===== src/rtl/student_fir_ch_scheduler.sv =====
// Shares one FIR datapath between the left and right channels of a stereo frame.
// Frames arriving while a frame is in flight are dropped and counted; a hung FIR is timed out.
module student_fir_ch_scheduler #(
  parameter int DATA_SIZE      = 16,
  parameter int Y_WIDTH        = 27,
  parameter int TIMEOUT_CYCLES = 2048,
  parameter int CNT_WIDTH      = 8
) (
  input  logic                 clk_i,
  input  logic                 rst_ni,
  input  logic                 valid_strobe_i,
  input  logic [DATA_SIZE-1:0] sample_l_i,
  input  logic [DATA_SIZE-1:0] sample_r_i,
  input  logic [1:0]           ch_en_i,
  output logic                 fir_valid_strobe_o,
  output logic [DATA_SIZE-1:0] fir_sample_o,
  output logic                 fir_ch_o,
  input  logic                 fir_valid_strobe_i,
  input  logic [Y_WIDTH-1:0]   fir_y_i,
  output logic                 valid_strobe_o,
  output logic [Y_WIDTH-1:0]   y_l_o,
  output logic [Y_WIDTH-1:0]   y_r_o,
  output logic                 busy_o,
  output logic [CNT_WIDTH-1:0] overrun_cnt_o,
  output logic [CNT_WIDTH-1:0] timeout_cnt_o
);

  localparam int WAIT_W = (TIMEOUT_CYCLES > 1) ? $clog2(TIMEOUT_CYCLES) : 1;
  localparam logic [WAIT_W-1:0]    WAIT_LAST = WAIT_W'(TIMEOUT_CYCLES - 1);
  localparam logic [CNT_WIDTH-1:0] CNT_MAX   = '1;

  typedef enum logic [2:0] {IDLE, ISSUE_L, WAIT_L, ISSUE_R, WAIT_R, OUT} state_t;

  state_t               state_reg;
  logic [DATA_SIZE-1:0] sample_r_reg;
  logic                 en_r_reg;
  logic [Y_WIDTH-1:0]   y_l_reg;
  logic [WAIT_W-1:0]    wait_cnt_reg;

  logic               in_wait;
  logic               wait_expired;
  logic               wait_end;
  logic               timeout_hit;
  logic [Y_WIDTH-1:0] wait_result;

  // A FIR done on the expiry cycle takes precedence over the timeout.
  assign in_wait      = (state_reg == WAIT_L) || (state_reg == WAIT_R);
  assign wait_expired = (wait_cnt_reg == WAIT_LAST);
  assign wait_end     = fir_valid_strobe_i || wait_expired;
  assign timeout_hit  = in_wait && !fir_valid_strobe_i && wait_expired;
  assign wait_result  = fir_valid_strobe_i ? fir_y_i : '0;

  // Outputs are registered and set on state entry so they line up with the state they belong to.
  always_ff @(posedge clk_i or negedge rst_ni) begin
    if (!rst_ni) begin
      state_reg          <= IDLE;
      sample_r_reg       <= '0;
      en_r_reg           <= 1'b0;
      y_l_reg            <= '0;
      wait_cnt_reg       <= '0;
      fir_valid_strobe_o <= 1'b0;
      fir_sample_o       <= '0;
      fir_ch_o           <= 1'b0;
      valid_strobe_o     <= 1'b0;
      y_l_o              <= '0;
      y_r_o              <= '0;
      busy_o             <= 1'b0;
      overrun_cnt_o      <= '0;
      timeout_cnt_o      <= '0;
    end else begin
      fir_valid_strobe_o <= 1'b0;
      valid_strobe_o     <= 1'b0;

      if (valid_strobe_i && (state_reg != IDLE) && (overrun_cnt_o != CNT_MAX))
        overrun_cnt_o <= overrun_cnt_o + 1'b1;
      if (timeout_hit && (timeout_cnt_o != CNT_MAX))
        timeout_cnt_o <= timeout_cnt_o + 1'b1;

      case (state_reg)
        IDLE: begin
          if (valid_strobe_i) begin
            sample_r_reg <= sample_r_i;
            en_r_reg     <= ch_en_i[1];
            y_l_reg      <= '0;
            busy_o       <= 1'b1;
            if (ch_en_i[0]) begin
              state_reg          <= ISSUE_L;
              fir_valid_strobe_o <= 1'b1;
              fir_sample_o       <= sample_l_i;
              fir_ch_o           <= 1'b0;
            end else begin
              // An empty frame passes through ISSUE_R without issuing, giving it a two-cycle latency.
              state_reg <= ISSUE_R;
              if (ch_en_i[1]) begin
                fir_valid_strobe_o <= 1'b1;
                fir_sample_o       <= sample_r_i;
                fir_ch_o           <= 1'b1;
              end
            end
          end
        end
        ISSUE_L: begin
          wait_cnt_reg <= '0;
          state_reg    <= WAIT_L;
        end
        WAIT_L: begin
          wait_cnt_reg <= wait_cnt_reg + 1'b1;
          if (wait_end) begin
            y_l_reg <= wait_result;
            if (en_r_reg) begin
              state_reg          <= ISSUE_R;
              fir_valid_strobe_o <= 1'b1;
              fir_sample_o       <= sample_r_reg;
              fir_ch_o           <= 1'b1;
            end else begin
              state_reg      <= OUT;
              valid_strobe_o <= 1'b1;
              y_l_o          <= wait_result;
              y_r_o          <= '0;
            end
          end
        end
        ISSUE_R: begin
          wait_cnt_reg <= '0;
          if (en_r_reg) begin
            state_reg <= WAIT_R;
          end else begin
            state_reg      <= OUT;
            valid_strobe_o <= 1'b1;
            y_l_o          <= '0;
            y_r_o          <= '0;
          end
        end
        WAIT_R: begin
          wait_cnt_reg <= wait_cnt_reg + 1'b1;
          if (wait_end) begin
            state_reg      <= OUT;
            valid_strobe_o <= 1'b1;
            y_l_o          <= y_l_reg;
            y_r_o          <= wait_result;
          end
        end
        OUT: begin
          state_reg <= IDLE;
          busy_o    <= 1'b0;
        end
        default: begin
          state_reg <= IDLE;
          busy_o    <= 1'b0;
        end
      endcase
    end
  end

endmodule


===== config.mk =====
export PLATFORM = sky130hd
export DESIGN_NAME = student_fir_ch_scheduler
export DESIGN_NICKNAME = d
export VERILOG_FILES = /design/src/rtl/student_fir_ch_scheduler.sv
export SDC_FILE = /design/constraint.sdc
export NUM_CORES = 1
export LEC_CHECK = 0
export CORE_UTILIZATION = 50
export DETAILED_ROUTE_END_ITERATION = 6
export GPL_ROUTABILITY_DRIVEN = 0
export PLACE_DENSITY = 0.83
export SYNTH_ARGS = -nofsm -noshare
export SYNTH_HDL_FRONTEND = slang
export SYNTH_SLANG_ARGS = --single-unit

===== constraint.sdc =====
create_clock -name clk_i -period 2.4 [get_ports clk_i]
set_input_delay 0.48 -clock clk_i [delete_from_list [all_inputs] [get_ports clk_i]]
set_output_delay 0.48 -clock clk_i [all_outputs]
set_load 0.1 [all_outputs]

==> After elaboration in Yosys (flattened, before gate mapping) <==
Cells that the tools add are included.
{ "word_totals": {"ram_bits": 0, "regBits": 148, "output_inout_bits": 90, "wordCells": 99, "n_memories": 0, "romBits": 0, "in_bits": 65, "latchBits": 0} }
{ "classes": {"muxes": 44, "div_mod_pow": 0, "n_eq_ne": 14, "magnitude_cmp": 0, "reduce_logical": 23, "add_sub_neg": 3, "n_bitwise": 1, "n_mul": 0, "n_shift": 0} }
{ "ops": {"columns": ["cell", "n"], "rows": [
  ["two-way mux 27 bit", 9],
  ["case mux 27 bit (3 select lines)", 2],
  ["two-way mux 16 bit", 5],
  ["case mux 27 bit (2 select lines)", 1],
  ["case mux 16 bit (2 select lines)", 1],
  ["case mux 11 bit (2 select lines)", 1],
  ["adder 8 x 1 -> 8 bit, second input constant", 2],
  ["inequality test 8 bit, second input constant", 2],
  ["two-way mux 1 bit", 15],
  ["case mux 3 bit (5 select lines)", 1],
  ["two-way mux 3 bit", 4],
  ["inequality test 2 bit, second input constant", 6],
  ["adder 11 x 1 -> 11 bit, second input constant", 1],
  ["equality test 11 bit, second input constant", 1],
  ["AND reduction 5 bit", 2],
  ["AND reduction 3 bit", 3],
  ["equality test 3 x 2 -> 1 bit, second input constant", 2],
  ["case mux 1 bit (2 select lines)", 3],
  ["nonzero test 3 bit", 2],
  ["logical AND 1 bit", 5],
  ["AND reduction 2 bit", 2],
  ["nonzero test 2 bit", 2],
  ["OR reduction 2 bit", 2],
  ["OR reduction 4 bit", 1],
  ["other kinds (9)", 10]
]} }

==> Longest topological paths before layout <==
{ "depth": {"word_depth": 5, "mapped_depth": 6, "depth_no_buf": 5} }

==> Worst setup path after synthesis <==
OpenSTA, ideal clock, no wires.
{ "synth_timing": {"path_kind": "flip-flop to flip-flop", "start": "register timeout_cnt_o[0]", "end": "register timeout_cnt_o[1]", "stages_incl_launch_ff": 6, "period_less_slack_ns": 2.278, "setup_time_ns": 0.126, "arrival_ns": 2.152, "path_buffers": 0, "required_ns": 2.274, "setup_slack_ns": 0.122, "cell_sequence": "dfrtp_1 ha_1 and2_1 a311oi_2 nand2_1 mux2_2"} }
{ "synth_between": {"elab_chain_cells": 2, "elab_cells_between_ends": 3, "cone_classes": "add/sub: 1; eq/ne: 1; reduce/logical: 1"} }
{ "synth_rtl": {"columns": ["item", "line_no", "text"], "rows": [
  ["from (decl)", "25", "output logic [CNT_WIDTH-1:0] timeout_cnt_o"],
  ["from (signal assigned)", "77", "timeout_cnt_o <= timeout_cnt_o + 1'b1;"],
  ["parallel branches: the longest is 2 deep, another holds adder 8 x 1 -> 8 bit", null, null]
]} }
Parallel ways; which one is timed is not known.
A chain may end at the register's enable or synchronous reset.

==> Worst setup path after layout <==
{ "layout_timing": {"start": "register state_reg[0]", "end": "register y_r_o[9]"} }
{ "layout_between": {"elab_chain_cells": 3, "elab_cells_between_ends": 8, "cone_classes": "eq/ne: 5; mux: 1; reduce/logical: 2"} }
{ "layout_rtl": {"columns": ["item", "line_no", "text"], "rows": [
  ["from (decl)", "34", "state_t state_reg;"],
  ["from (signal assigned)", "56", "state_reg <= IDLE;"],
  ["from (signal assigned)", "87", "state_reg <= ISSUE_L;"],
  ["from (signal assigned)", "93", "state_reg <= ISSUE_R;"],
  ["equality test 3 bit or equality test 3 x 2 -> 1 bit (tied branches)", "79", "case (state_reg)"],
  ["inequality test 2 bit (no source line) or nonzero test 3 bit (tied branches)", null, null],
  ["AND reduction 3 bit (no source line)", null, null],
  ["to (signal assigned)", "140", "y_r_o <= wait_result;"],
  ["to (decl)", "22", "output logic [Y_WIDTH-1:0] y_r_o,"]
]} }
Parallel ways exist; a longest one is shown, timed or not.

==> results.tsv <==
stage	metric	value	unit
placement	dp.final_hpwl	10500	um
layout	fill_cells	921	
placement	dp_cells	818	
layout	layout_common_cells	dfrtp_1, buf_4, a22o_1	
route	drt-initial-drc-count	343	
yosys	ys_seq_elements	148	
sta	slew_violations	0	
yosys	synth_warnings	0	
sta	relSlewSlack	20.7	%
critical_path	crit-reg2reg-capture	y_r_o[9]	
floorplan	die_h	117	um
sta	worstMarginPinSlew	1190	ps
yosys	synth_nets	572	
critical_path	r2r-start	state_reg[0]	
yosys	synth_cell_types	50	
global_routing	grt_max_degree	68	
critical_path	rr_worst_depth	4	
layout	area_delta_synth_final	33.3	%
route	drc	0	
sta	fin_worst_skew	7.04	ps
route	dr.pass1.iters	5	
yosys	synth_edf_count	0	
floorplan	die_x	117	um
layout	finalNetCount	733	
yosys	ys.flop_type	dfrtp_1	
critical_path	cp.arrival	2540	ps
layout	drive_gt1_share	31.9	%
global_routing	grt_pass1_wl	25300	um
yosys	syn-instance-count	504	
floorplan	rows	41	
sta	max_freq	457	MHz
route	wl_per_cell	18.7	um
clock_network	clk_latency	420	ps
route	vias	4865	
sta	setup_viol	0	
global_routing	use_met1	31.7	%
route	ant_nets	0	
placement	portBuffers	154	
clock_network	cts_buffers	17	
critical_path	reg2reg_slack	210	ps
global_routing	grt-busiest-layer	met2	
worst_hold_path	min_path_type	input port to async pin	
layout	stdcell_count	849	
clock_network	clkSlewWorstSetupHoldPaths	60	ps
yosys	synthArstFlopShare	100	%
status	status	completed	
layout	antennaDiodeCount	0	
clock_network	cts.sinks	148	
critical_path	cp_max_fo	27	
critical_path	critPathCaptureType	flop	
global_routing	met2_usage	40.8	%
clock_network	cts-root-buf	clkbuf_16	
sta	hold_viol_final	0	
sta	period_needed	2190	ps
clock_network	cts_tree	built	
run	max_cap_viol_count	0	
global_routing	grt_use_total	24.6	%
global_routing	overflow	0	
yosys	seq_area_frac_synth	55.9	%
route	viasPerCell	5.73	
global_routing	antenna_found_initial	0	
sta	tns	0	ps
clock_network	post_cts_buffers	0	
critical_path	start_kind	flop	
global_routing	met3_usage	4.84	%
layout	final_common_cell	dfrtp_1	
floorplan	num_io_pins	155	
yosys	syn_area_per_cell	13.1	um^2
yosys	netlist_area	6620	um^2
floorplan	core	12800	um^2
sta	rsz0062_at_grt	no	
clock_network	clockBufferDepth	2	
critical_path	required	2750	ps
critical_path	critical_path_class	flop to flop	
floorplan	initial_utilization	51.8	%
clock_network	cts_max_level	4	
sta	finalCritPeriodShare	91.2	%
route	wirelength	15900	um
global_routing	grt_pass1_vias	4935	
floorplan	die-area	13700	um^2
per-stage QoR:
step | worst slack [ps] | hold slack [ps] | util (%) | area, um^2
floorplan | 122 | 184 | - | 6620
global placement | -149 | 455 | 64.1 | 8190
detailed placement | -247 | 468 | 64.1 | 8190
CTS | 3.55 | 24.9 | 69.0 | 8820
global route | 89.9 | 51.4 | 69.1 | 8820
finish | 211 | 9.88 | 69.1 | 8820
cell type report:
class / instances / area, um^2 / area share (%)
Sequential cell: 148 / 3700 / 42.0
Timing Repair Buffer: 175 / 1530 / 17.3
Inverter: 8 / 30.0 / 0.340
Multi-Input combinational cell: 315 / 2730 / 30.9
Clock buffer: 18 / 439 / 4.98
Tap cell: 172 / 215 / 2.44
Clock inverter: 13 / 184 / 2.08
repair_timing:
item | CTS | global route
hold buffers | 0 | 0
setup endpoints to repair | 0 | 17
resized for setup | 0 | 1
logic make-up after synthesis:
logic type      share of synthesized area [%]
simple gates                             6.77
flops                                    55.9
xor+xnor                                 2.12
fa+ha+maj                               0.567
buf+inv                                  3.27
compound gates                           16.6
mux                                      14.8
layer usage:
layer	part of all wire (%)	wire (um)
met4	1.9	301
met5	0	0
met3	4.5	718
met2	50	8000
met1	43	6870
worst max path at each step:
stage,slack (ps),cells past startpoint,startpoint,endpoint
floorplan,120,5,timeout_cnt_o[0],timeout_cnt_o[1]
global placement,-150,5,fir_valid_strobe_i,fir_sample_o[9]
detailed placement,-250,5,fir_valid_strobe_i,fir_sample_o[15]
CTS,4,5,wait_cnt_reg[0],fir_sample_o[11]
global route,90,5,state_reg[0],wait_cnt_reg[5]
finish,210,4,state_reg[0],y_r_o[9]
synthesized netlist by cell type (2+ instances only):
cell type	count	area, um^2
a211oi_1	2	15.0
a21oi_1	7	35.0
a22o_1	83	727
a311oi_1	2	17.5
and2_1	3	18.8
and3_1	3	18.8
and4_1	4	35.0
buf_2	14	70.1
buf_4	2	15.0
buf_6	5	56.3
clkbuf_1	11	41.3
dfrtp_1	148	3700
ha_1	3	37.5
inv_1	8	30.0
mux2_1	2	22.5
mux2_2	32	360
mux2_4	29	435
mux2i_1	16	160
nand2_1	27	101
nand2b_1	2	12.5
nand3_1	8	40.0
nand4_1	6	37.5
nor2_1	8	30.0
nor3_1	6	30.0
nor3b_2	2	25.0
nor4_1	2	12.5
o21ai_0	27	135
o21ai_1	2	10.0
o31ai_1	3	22.5
o41ai_1	2	17.5
or2_2	2	12.5
xnor2_1	10	87.6
xor2_1	6	52.6
worst max-delay path, cell delays in order, from the launching register on:
cell and delay (ps):
dfrtp_1 430, buf_4 230, nor3b_4 230, and2_1 950
a22o_1 270
Power is not shown: default switching activity piles up to over one toggle a cycle in this logic, so the estimate is an artifact.
